**config.mk**
```make
export PLATFORM = sky130hd
export DESIGN_NAME = serial_cla_adder
export DESIGN_NICKNAME = d
export VERILOG_FILES = /design/src/rtl/serial_cla_adder_pkg.sv /design/src/rtl/serial_cla_adder_cla2.sv /design/src/rtl/serial_cla_adder.sv
export SDC_FILE = /design/constraint.sdc
export NUM_CORES = 1
export LEC_CHECK = 0
export CORE_MARGIN = 4
export CORE_UTILIZATION = 45
export CTS_CLUSTER_DIAMETER = 150
export DETAILED_ROUTE_END_ITERATION = 12
export DONT_BUFFER_PORTS = 1
export GPL_ROUTABILITY_DRIVEN = 0
export GPL_TIMING_DRIVEN = 0
export SLEW_MARGIN = 40
export SYNTH_ARGS = -nofsm -noshare
export SYNTH_HDL_FRONTEND = slang
export SYNTH_HIERARCHICAL = 1
export SYNTH_SLANG_ARGS = --single-unit
```
**constraint.sdc**
```tcl
create_clock -name clk -period 2.17 [get_ports clk]
set_input_delay 0.1085 -clock clk [delete_from_list [all_inputs] [get_ports clk]]
set_output_delay 0.1085 -clock clk [all_outputs]
set_load 0.1 [all_outputs]
```
**src/rtl/serial_cla_adder_pkg.sv**
```systemverilog
// Shared types and constants for the serial 2-bit-slice CLA adder.
package serial_cla_adder_pkg;

  localparam int DEFAULT_WIDTH = 8;

  typedef enum logic [1:0] {
    IDLE = 2'd0,
    RUN  = 2'd1,
    DONE = 2'd2
  } state_e;

endpackage

```
**src/rtl/serial_cla_adder_cla2.sv**
```systemverilog
// 2-bit carry-lookahead adder slice; the only adder in the serial datapath.
module cla_adder_2bits (
  input  logic [1:0] a,
  input  logic [1:0] b,
  input  logic       cin,
  output logic [1:0] s,
  output logic       cout
);

  logic [1:0] g;
  logic [1:0] p;
  logic       c1;

  assign g    = a & b;
  assign p    = a ^ b;
  // Both carries come straight from generate/propagate, no ripple between bits.
  assign c1   = g[0] | (p[0] & cin);
  assign cout = g[1] | (p[1] & g[0]) | (p[1] & p[0] & cin);
  assign s    = p ^ {c1, cin};

endmodule

```
**src/rtl/serial_cla_adder.sv**
```systemverilog
// Serial adder: captures operands, then adds one 2-bit slice per cycle, LSB first.
module serial_cla_adder
  import serial_cla_adder_pkg::*;
#(
  parameter int WIDTH = DEFAULT_WIDTH
) (
  input  logic             clk,
  input  logic             rst_n,
  input  logic             in_valid,
  output logic             in_ready,
  input  logic [WIDTH-1:0] a,
  input  logic [WIDTH-1:0] b,
  input  logic             cin,
  output logic             out_valid,
  input  logic             out_ready,
  output logic [WIDTH-1:0] s,
  output logic             cout,
  output logic             ovr
);

  localparam int SLICES = WIDTH / 2;
  localparam int CNT_W  = (SLICES > 1) ? $clog2(SLICES) : 1;

  state_e             state_q, state_d;
  logic [WIDTH-1:0]   a_q, a_d;
  logic [WIDTH-1:0]   b_q, b_d;
  logic [WIDTH-1:0]   s_q, s_d;
  logic               carry_q, carry_d;
  logic               cout_q, cout_d;
  logic               ovr_q, ovr_d;
  logic [CNT_W-1:0]   cnt_q, cnt_d;

  logic [1:0]         a_sl, b_sl, sum_sl;
  logic               c_sl;
  logic               last_sl;
  int                 cnt_idx;

  assign cnt_idx = int'(cnt_q);
  assign a_sl    = a_q[2*cnt_idx +: 2];
  assign b_sl    = b_q[2*cnt_idx +: 2];
  assign last_sl = (cnt_q == CNT_W'(SLICES - 1));

  cla_adder_2bits u_cla (
    .a    (a_sl),
    .b    (b_sl),
    .cin  (carry_q),
    .s    (sum_sl),
    .cout (c_sl)
  );

  always_comb begin
    state_d = state_q;
    a_d     = a_q;
    b_d     = b_q;
    s_d     = s_q;
    carry_d = carry_q;
    cout_d  = cout_q;
    ovr_d   = ovr_q;
    cnt_d   = cnt_q;
    case (state_q)
      IDLE: begin
        if (in_valid) begin
          a_d     = a;
          b_d     = b;
          carry_d = cin;
          s_d     = '0;
          cout_d  = 1'b0;
          ovr_d   = 1'b0;
          cnt_d   = '0;
          state_d = RUN;
        end
      end
      RUN: begin
        s_d[2*cnt_idx +: 2] = sum_sl;
        carry_d             = c_sl;
        if (last_sl) begin
          // Final slice holds the sign bit, so overflow is resolved here.
          cnt_d   = '0;
          cout_d  = c_sl;
          ovr_d   = (a_q[WIDTH-1] == b_q[WIDTH-1]) && (sum_sl[1] != a_q[WIDTH-1]);
          state_d = DONE;
        end else begin
          cnt_d = cnt_q + 1'b1;
        end
      end
      DONE: begin
        if (out_ready) state_d = IDLE;
      end
      default: state_d = IDLE;
    endcase
  end

  always_ff @(posedge clk) begin
    if (!rst_n) begin
      state_q <= IDLE;
      a_q     <= '0;
      b_q     <= '0;
      s_q     <= '0;
      carry_q <= 1'b0;
      cout_q  <= 1'b0;
      ovr_q   <= 1'b0;
      cnt_q   <= '0;
    end else begin
      state_q <= state_d;
      a_q     <= a_d;
      b_q     <= b_d;
      s_q     <= s_d;
      carry_q <= carry_d;
      cout_q  <= cout_d;
      ovr_q   <= ovr_d;
      cnt_q   <= cnt_d;
    end
  end

  assign in_ready  = (state_q == IDLE);
  assign out_valid = (state_q == DONE);
  assign s         = s_q;
  assign cout      = cout_q;
  assign ovr       = ovr_q;

endmodule

```
==> results of run 1 <==
-- how the worst min path moves through the flow --
stage | depth (start not counted) | end | start | slack [ns]
3_3_place_gp | 2 | a_q[5] | a[5] | 0.25
4_1_cts | 3 | cnt_q[0] | in_valid | 0.04
6_report | 2 | state_q[0] | in_valid | 0.06
5_1_grt | 2 | state_q[0] | in_valid | 0.06
2_1_floorplan | 2 | a_q[0] | a[0] | 0.24
3_5_place_dp | 2 | b_q[4] | b[4] | 0.25
-- power by group through the flow --
stage / clock, mW / combinational [mW] / sequential [mW]
finish: 0.384 / 0.225 / 0.624
global route: 0.418 / 0.251 / 0.628
CTS: 0.400 / 0.219 / 0.624
detailed placement: 0 / 0.178 / 0.637
global placement: 0 / 0.172 / 0.636
floorplan: 0 / 0.145 / 0.632
-- cell families (layout without fill, tap and decap cells) --
family          Yosys count  count (layout)  share of synthesized area
buf+inv                  19              48                     0.0675
fa+ha+maj                 9               9                     0.0754
simple gates             71              71                      0.220
mux                       4               4                     0.0565
compound gates           40              40                      0.186
flops                    31              31                      0.389
xor+xnor                  1               1                    0.00550
-- layout make-up --
class | count | area, sq um
Multi-Input combinational cell | 125 | 907
Buffer | 11 | 86.3
Clock buffer | 8 | 68.8
Tap cell | 46 | 57.6
Inverter | 8 | 30.0
Fill cell | 280 | 1380
Timing Repair Buffer | 21 | 219
Sequential cell | 31 | 638
-- flip-flops by register name, summed over array words and instances, names as in the netlist --
name / flops
s: 8
a_q: 8
b_q: 8
cnt_q: 2
state_q: 2
carry_q: 1
cout: 1
ovr: 1
-- synth_stat cells, types with 2 or more instances --
cell and count:
or3b_1 2, nor2b_1 5, nand2b_1 2, buf_2 2, a21oi_1 5, nor2_1 2, a21o_1 2, o22ai_1 6
inv_1 8, nand3b_1 2, a21boi_0 7, dfxtp_1 31, mux4_2 4, clkbuf_1 4, ha_1 8, a32o_1 4
a21boi_1 10, nand3_1 6, nand2_1 46, buf_6 4
-- metrics by stage --
| step | power [mW] | setup WS [ns] | instance area, sq um | hold WS, ns | std cells |
|---|---|---|---|---|---|
| 2_1_floorplan | 0.777 | 0.00984 | 1590 | 0.243 | 175 |
| 3_3_place_gp | 0.808 | -0.299 | 1650 | 0.246 | 221 |
| 3_5_place_dp | 0.815 | -0.314 | 1710 | 0.252 | 223 |
| 4_1_cts | 1.24 | 0.00733 | 1990 | 0.0404 | 250 |
| 5_1_grt | 1.30 | 0.00587 | 2010 | 0.0640 | 250 |
| 6_report | 1.23 | 0.0848 | 2010 | 0.0592 | 250 |
-- metal layers --
metal | vias up | routed length, um | share of wire | global-route usage
met5 | - | 0 | 0 | 0
met4 | 0 | 48 | 0.014 | 0.0608
met3 | 6 | 186 | 0.055 | 0.0549
met2 | 29 | 1690 | 0.50 | 0.299
met1 | 602 | 1460 | 0.43 | 0.208
li1 | 655 | - | - | -
-- worst max-delay path: stages, from the launching register on --
cell	delay (ns)
dfxtp_4	0.39
buf_12	0.14
mux4_2	0.53
ha_4	0.28
xnor2_2	0.20
and3b_1	0.21
a21oi_2	0.11
o22ai_1	0.10
-- repair_timing --
item,CTS,global route
endpoints found under the hold margin,18,0
buffers inserted,1,0
cloned,0,0
gates resized for setup,4,5
hold buffers,18,0
pin swaps,1,2
endpoints found under the setup margin,4,5
==> impl_metrics.csv, run 1 <==
group,metric,value,unit
status,status,"finished, final reports clean",
worst_setup_path,crit_path_end,"ovr",
drt,initialDrtViolationCount,86,
sta,setup_viol_count_final,0,
worst_setup_path,worstSetupPathType,"reg -> reg",
synthesis,syn_area,0.00159,sq mm
sta,fin_crit_sh,0.961,
sta,fmax,0.480,GHz
power,clockPowerShare,0.312,
clock_tree,cts.sinks,31,
synthesis,synth_area_per_cell,9.11,sq um
finish,final_common_cell,"nand2_1",
synthesis,yosys_warnings,6,
worst_setup_path,startpoint,"cnt_q[0]",
sta,relSlewSlack,0.592,
synthesis,yosysUniqueCellTypes,35,
drt,vias,1292,
sta,finClkSkew,0.00993,ns
sta,hold_violations,0,
flow_run,drv_cap,0,
power,p_comb_frac,0.182,
grt,antenna_found_initial,0,
sta,rsz0062_at_grt,"no",
sta,worst_pin_slew,0.610,ns
floorplanning,io_pins,33,
worst_setup_path,worstSetupStartpointType,"register",
worst_setup_path,reg2reg_depth,7,
floorplanning,die_y,67.5,um
clock_tree,h-tree-depth,2,
synthesis,synth-main-ff-cell,"dfxtp_1",
synthesis,yosysTopAreaCellShare,0.389,
clock_tree,clk_pin_slew,0.10,ns
floorplanning,start_util,0.470,
grt,overflow,0,
clock_tree,cts_max_path_buffers,2,
drt,post_drt_wl_per_cell,13.5,um
worst_setup_path,cp.required,2.39,ns
floorplanning,core-area,0.00339,sq mm
drt,route.detailed.drc,0,
synthesis,synthCells,175,
drt,post_drt_via_cell_ratio,5.17,
drt,antenna_left,0,
worst_setup_path,crit_fanout,10,
synthesis,synth-seq-cells,31,
grt,grt.total_usage,0.176,
finish,diodes,0,
drt,firstDrtPassIters,4,
clock_tree,cts-root-buf,"clkbuf_4",
synthesis,synth_edf_count,0,
sta,min_period,2.09,ns
hold_path,hold_class,"in -> reg",
power,power_density,614,mW/mm^2
synthesis,synth_seq_area_share,0.389,
grt,grt_max_degree,11,
power,switching_power,0.340,mW
finish,fin_nets,233,
power,ir_worst_vdd,463,uV
grt,grt_pass1_vias,1283,
power,swShare,0.275,
worst_setup_path,rr_startpoint,"cnt_q[0]",
drt,wirelength,3.38,mm
worst_setup_path,reg2reg_to,"ovr",
sta,slew_violations,0,
sta,fin_tns_setup,0,ns
worst_setup_path,worstPathArrival,2.30,ns
floorplanning,die_area,0.00456,sq mm
clock_tree,cts_tree,"built",
grt,grt_pass1_wl,5.96,mm
synthesis,async_flop_share,0,
finish,layout-drive-gt1-share,0.216,
finish,mostFrequentLayoutCells,"nand2_1 (46), dfxtp_1 (19), dlygate4sd3_1 (18), dfxtp_2 (11), a21boi_1 (10)",
clock_tree,clkLatencyLatePin,0.34,ns
synthesis,synth_area_leaders,"dfxtp_1 (39%), nand2_1 (11%), ha_1 (6.3%)",
place,port_buffers,0,
power,cellLeakagePower,0.760,nW
clock_tree,numCtsBuffers,5,
worst_setup_path,end_kind,"register",
worst_setup_path,ff2ff_setup_slack,0.08,ns
finish,areaGrowthSynthToFinish,25.9,%
synthesis,synth_area_leader_cell,"dfxtp_1",
power,p_int,0.893,mW
power,sequentialPowerShare,0.506,
place,dp_hpwl,2.47,mm
finish,final_util,0.592,
synthesis,syn-num-nets,205,
floorplanning,rows,21,
floorplanning,die_x,67.5,um
Power figures use the tool's default switching activity.
==> inputs of run 2 (changes only) <==
--- a/config.mk
+++ b/config.mk
@@ -7,7 +7,7 @@
 export LEC_CHECK = 0
 export CORE_MARGIN = 4
 export CORE_UTILIZATION = 45
-export CTS_CLUSTER_DIAMETER = 150
+export CTS_CLUSTER_DIAMETER = 60
 export DETAILED_ROUTE_END_ITERATION = 12
 export DONT_BUFFER_PORTS = 1
 export GPL_ROUTABILITY_DRIVEN = 0
==> constraint.sdc (replaced) <==
create_clock -name clk -period 2 [get_ports clk]
set_input_delay 0.1 -clock clk [delete_from_list [all_inputs] [get_ports clk]]
set_output_delay 0.1 -clock clk [all_outputs]
set_load 0.1 [all_outputs]
==> impl_metrics.csv, run 2 (synthesis results as in run 1) <==
group,metric,value,unit
place,port_buffers,0,
place,dp_worst_setup_slack,-0.384,ns
finish,diodes,0,
hold_path,hp-start,"in_valid",
finish,layout-drive-gt1-share,0.249,
drt,post_drt_wl_per_cell,14.0,um
hold_path,holdPathEnd,"state_q[0]",
power,cellLeakagePower,0.773,nW
clock_tree,clk_pin_slew,0.10,ns
flow_run,drv_cap,0,
drt,antenna_left,0,
floorplanning,io_pins,33,
drt,wirelength,3.50,mm
finish,areaGrowthSynthToFinish,27.1,%
sta,rsz0062_at_grt,"yes",
sta,hold_violations,0,
sta,finClkSkew,0.0153,ns
sta,fmax,0.510,GHz
clock_tree,cts_max_path_buffers,2,
drt,vias,1302,
worst_setup_path,rr_startpoint,"cnt_q[0]",
sta,fin_crit_sh,0.980,
drt,route.detailed.drc,0,
drt,firstDrtPassIters,4,
clock_tree,cts_tree,"built",
worst_setup_path,cp.required,2.22,ns
worst_setup_path,worstSetupPathType,"reg -> reg",
power,ir_worst_vdd,399,uV
hold_path,hold_class,"in -> reg",
sta,fin_tns_setup,0,ns
grt,antenna_found_initial,0,
clock_tree,h-tree-depth,2,
finish,fin_nets,235,
clock_tree,cts.sinks,31,
worst_setup_path,reg2reg_to,"carry_q",
sta,fin_ws,0.0400,ns
grt,grt_max_degree,11,
floorplanning,die_area,0.00456,sq mm
sta,relSlewSlack,0.582,
finish,mostFrequentLayoutCells,"nand2_1 (46), dfxtp_1 (19), dlygate4sd3_1 (18), dfxtp_2 (11), a21boi_1 (10)",
floorplanning,die_x,67.5,um
sta,min_period,1.96,ns
drt,initialDrtViolationCount,65,
finish,final_common_cell,"nand2_1",
clock_tree,numCtsBuffers,5,
place,dp_hpwl,2.56,mm
floorplanning,rows,21,
grt,grt_pass1_vias,1308,
power,total_power,1.32,mW
floorplanning,die_y,67.5,um
worst_setup_path,end_kind,"register",
sta,slew_violations,0,
worst_setup_path,reg2reg_depth,7,
clock_tree,cts-root-buf,"clkbuf_4",
floorplanning,core-area,0.00339,sq mm
grt,grt.total_usage,0.172,
sta,worst_pin_slew,0.626,ns
worst_setup_path,crit_fanout,6,
sta,setup_viol_count_final,0,
floorplanning,start_util,0.470,
worst_setup_path,worstPathArrival,2.18,ns
hold_path,holdPathStages,2,
power,power_density,650,mW/mm^2
worst_setup_path,ff2ff_setup_slack,0.04,ns
clock_tree,clkLatencyLatePin,0.33,ns
grt,grt_pass1_wl,5.82,mm
status,status,"finished, final reports clean",
drt,post_drt_via_cell_ratio,5.19,
grt,overflow,0,
worst_setup_path,worstSetupStartpointType,"register",
[run 2: power by group]
group | total (mW) | switching, mW | leakage (nW) | internal [mW]
logic | 0.273 | 0.130 | 0.479 | 0.143
registers | 0.680 | 0.0363 | 0.259 | 0.643
clock network | 0.364 | 0.202 | 0.0341 | 0.163
total | 1.32 | 0.368 | 0.773 | 0.949
[run 2: worst max-delay path by stage]
stage | depth (start not counted) | to | from | slack, ns
floorplan | 7 | ovr | cnt_q[0] | -0.10
global placement | 7 | ovr | cnt_q[0] | -0.34
detailed placement | 7 | ovr | cnt_q[0] | -0.38
CTS | 8 | ovr | cnt_q[0] | -0.002
global route | 7 | carry_q | cnt_q[0] | -0.02
finish | 7 | carry_q | cnt_q[0] | 0.04
[run 2: final cells by class]
type / count / area (sq um)
Fill cell: 306 / 1360
Multi-Input combinational cell: 125 / 923
Sequential cell: 31 / 638
Timing Repair Buffer: 24 / 254
Buffer: 10 / 66.3
Tap cell: 46 / 57.6
Clock buffer: 6 / 51.3
Inverter: 8 / 30.0
Clock inverter: 1 / 5.00
[run 2: worst max-delay path, cell delays in order, from the launching register on]
cell,delay (ns)
dfxtp_4,0.43
mux4_2,0.55
buf_4,0.15
ha_1,0.19
a21oi_1,0.16
nand2_1,0.09
o22ai_1,0.18
a21oi_1,0.10
[run 2: what timing repair did]
action                                 in CTS  in global routing
pin swaps                                   3                  2
buffers inserted                            4                  1
hold buffers                               18                  0
endpoints found under the hold margin      18                  0
resized for setup                          12                  2
setup endpoints to repair                   9                  6
cloned                                      1                  0
[run 2: layer usage]
metal  share of wire  vias to the layer above  track usage
li1                -                      660            -
met1            0.42                      614        0.198
met2            0.52                       23        0.298
met3           0.051                        5       0.0516
met4           0.014                        0       0.0633
met5               0                        -            0
[run 2: metrics by stage]
stage / cell area [sq um] / cells / hold WS (ns) / utilization
floorplan: 1600 / 175 / 0.235 / -
finish: 2030 / 251 / 0.0535 / 0.598
CTS: 2030 / 251 / 0.0391 / 0.598
global route: 2030 / 251 / 0.0348 / 0.598
global placement: 1660 / 221 / 0.237 / 0.490
detailed placement: 1690 / 221 / 0.244 / 0.498
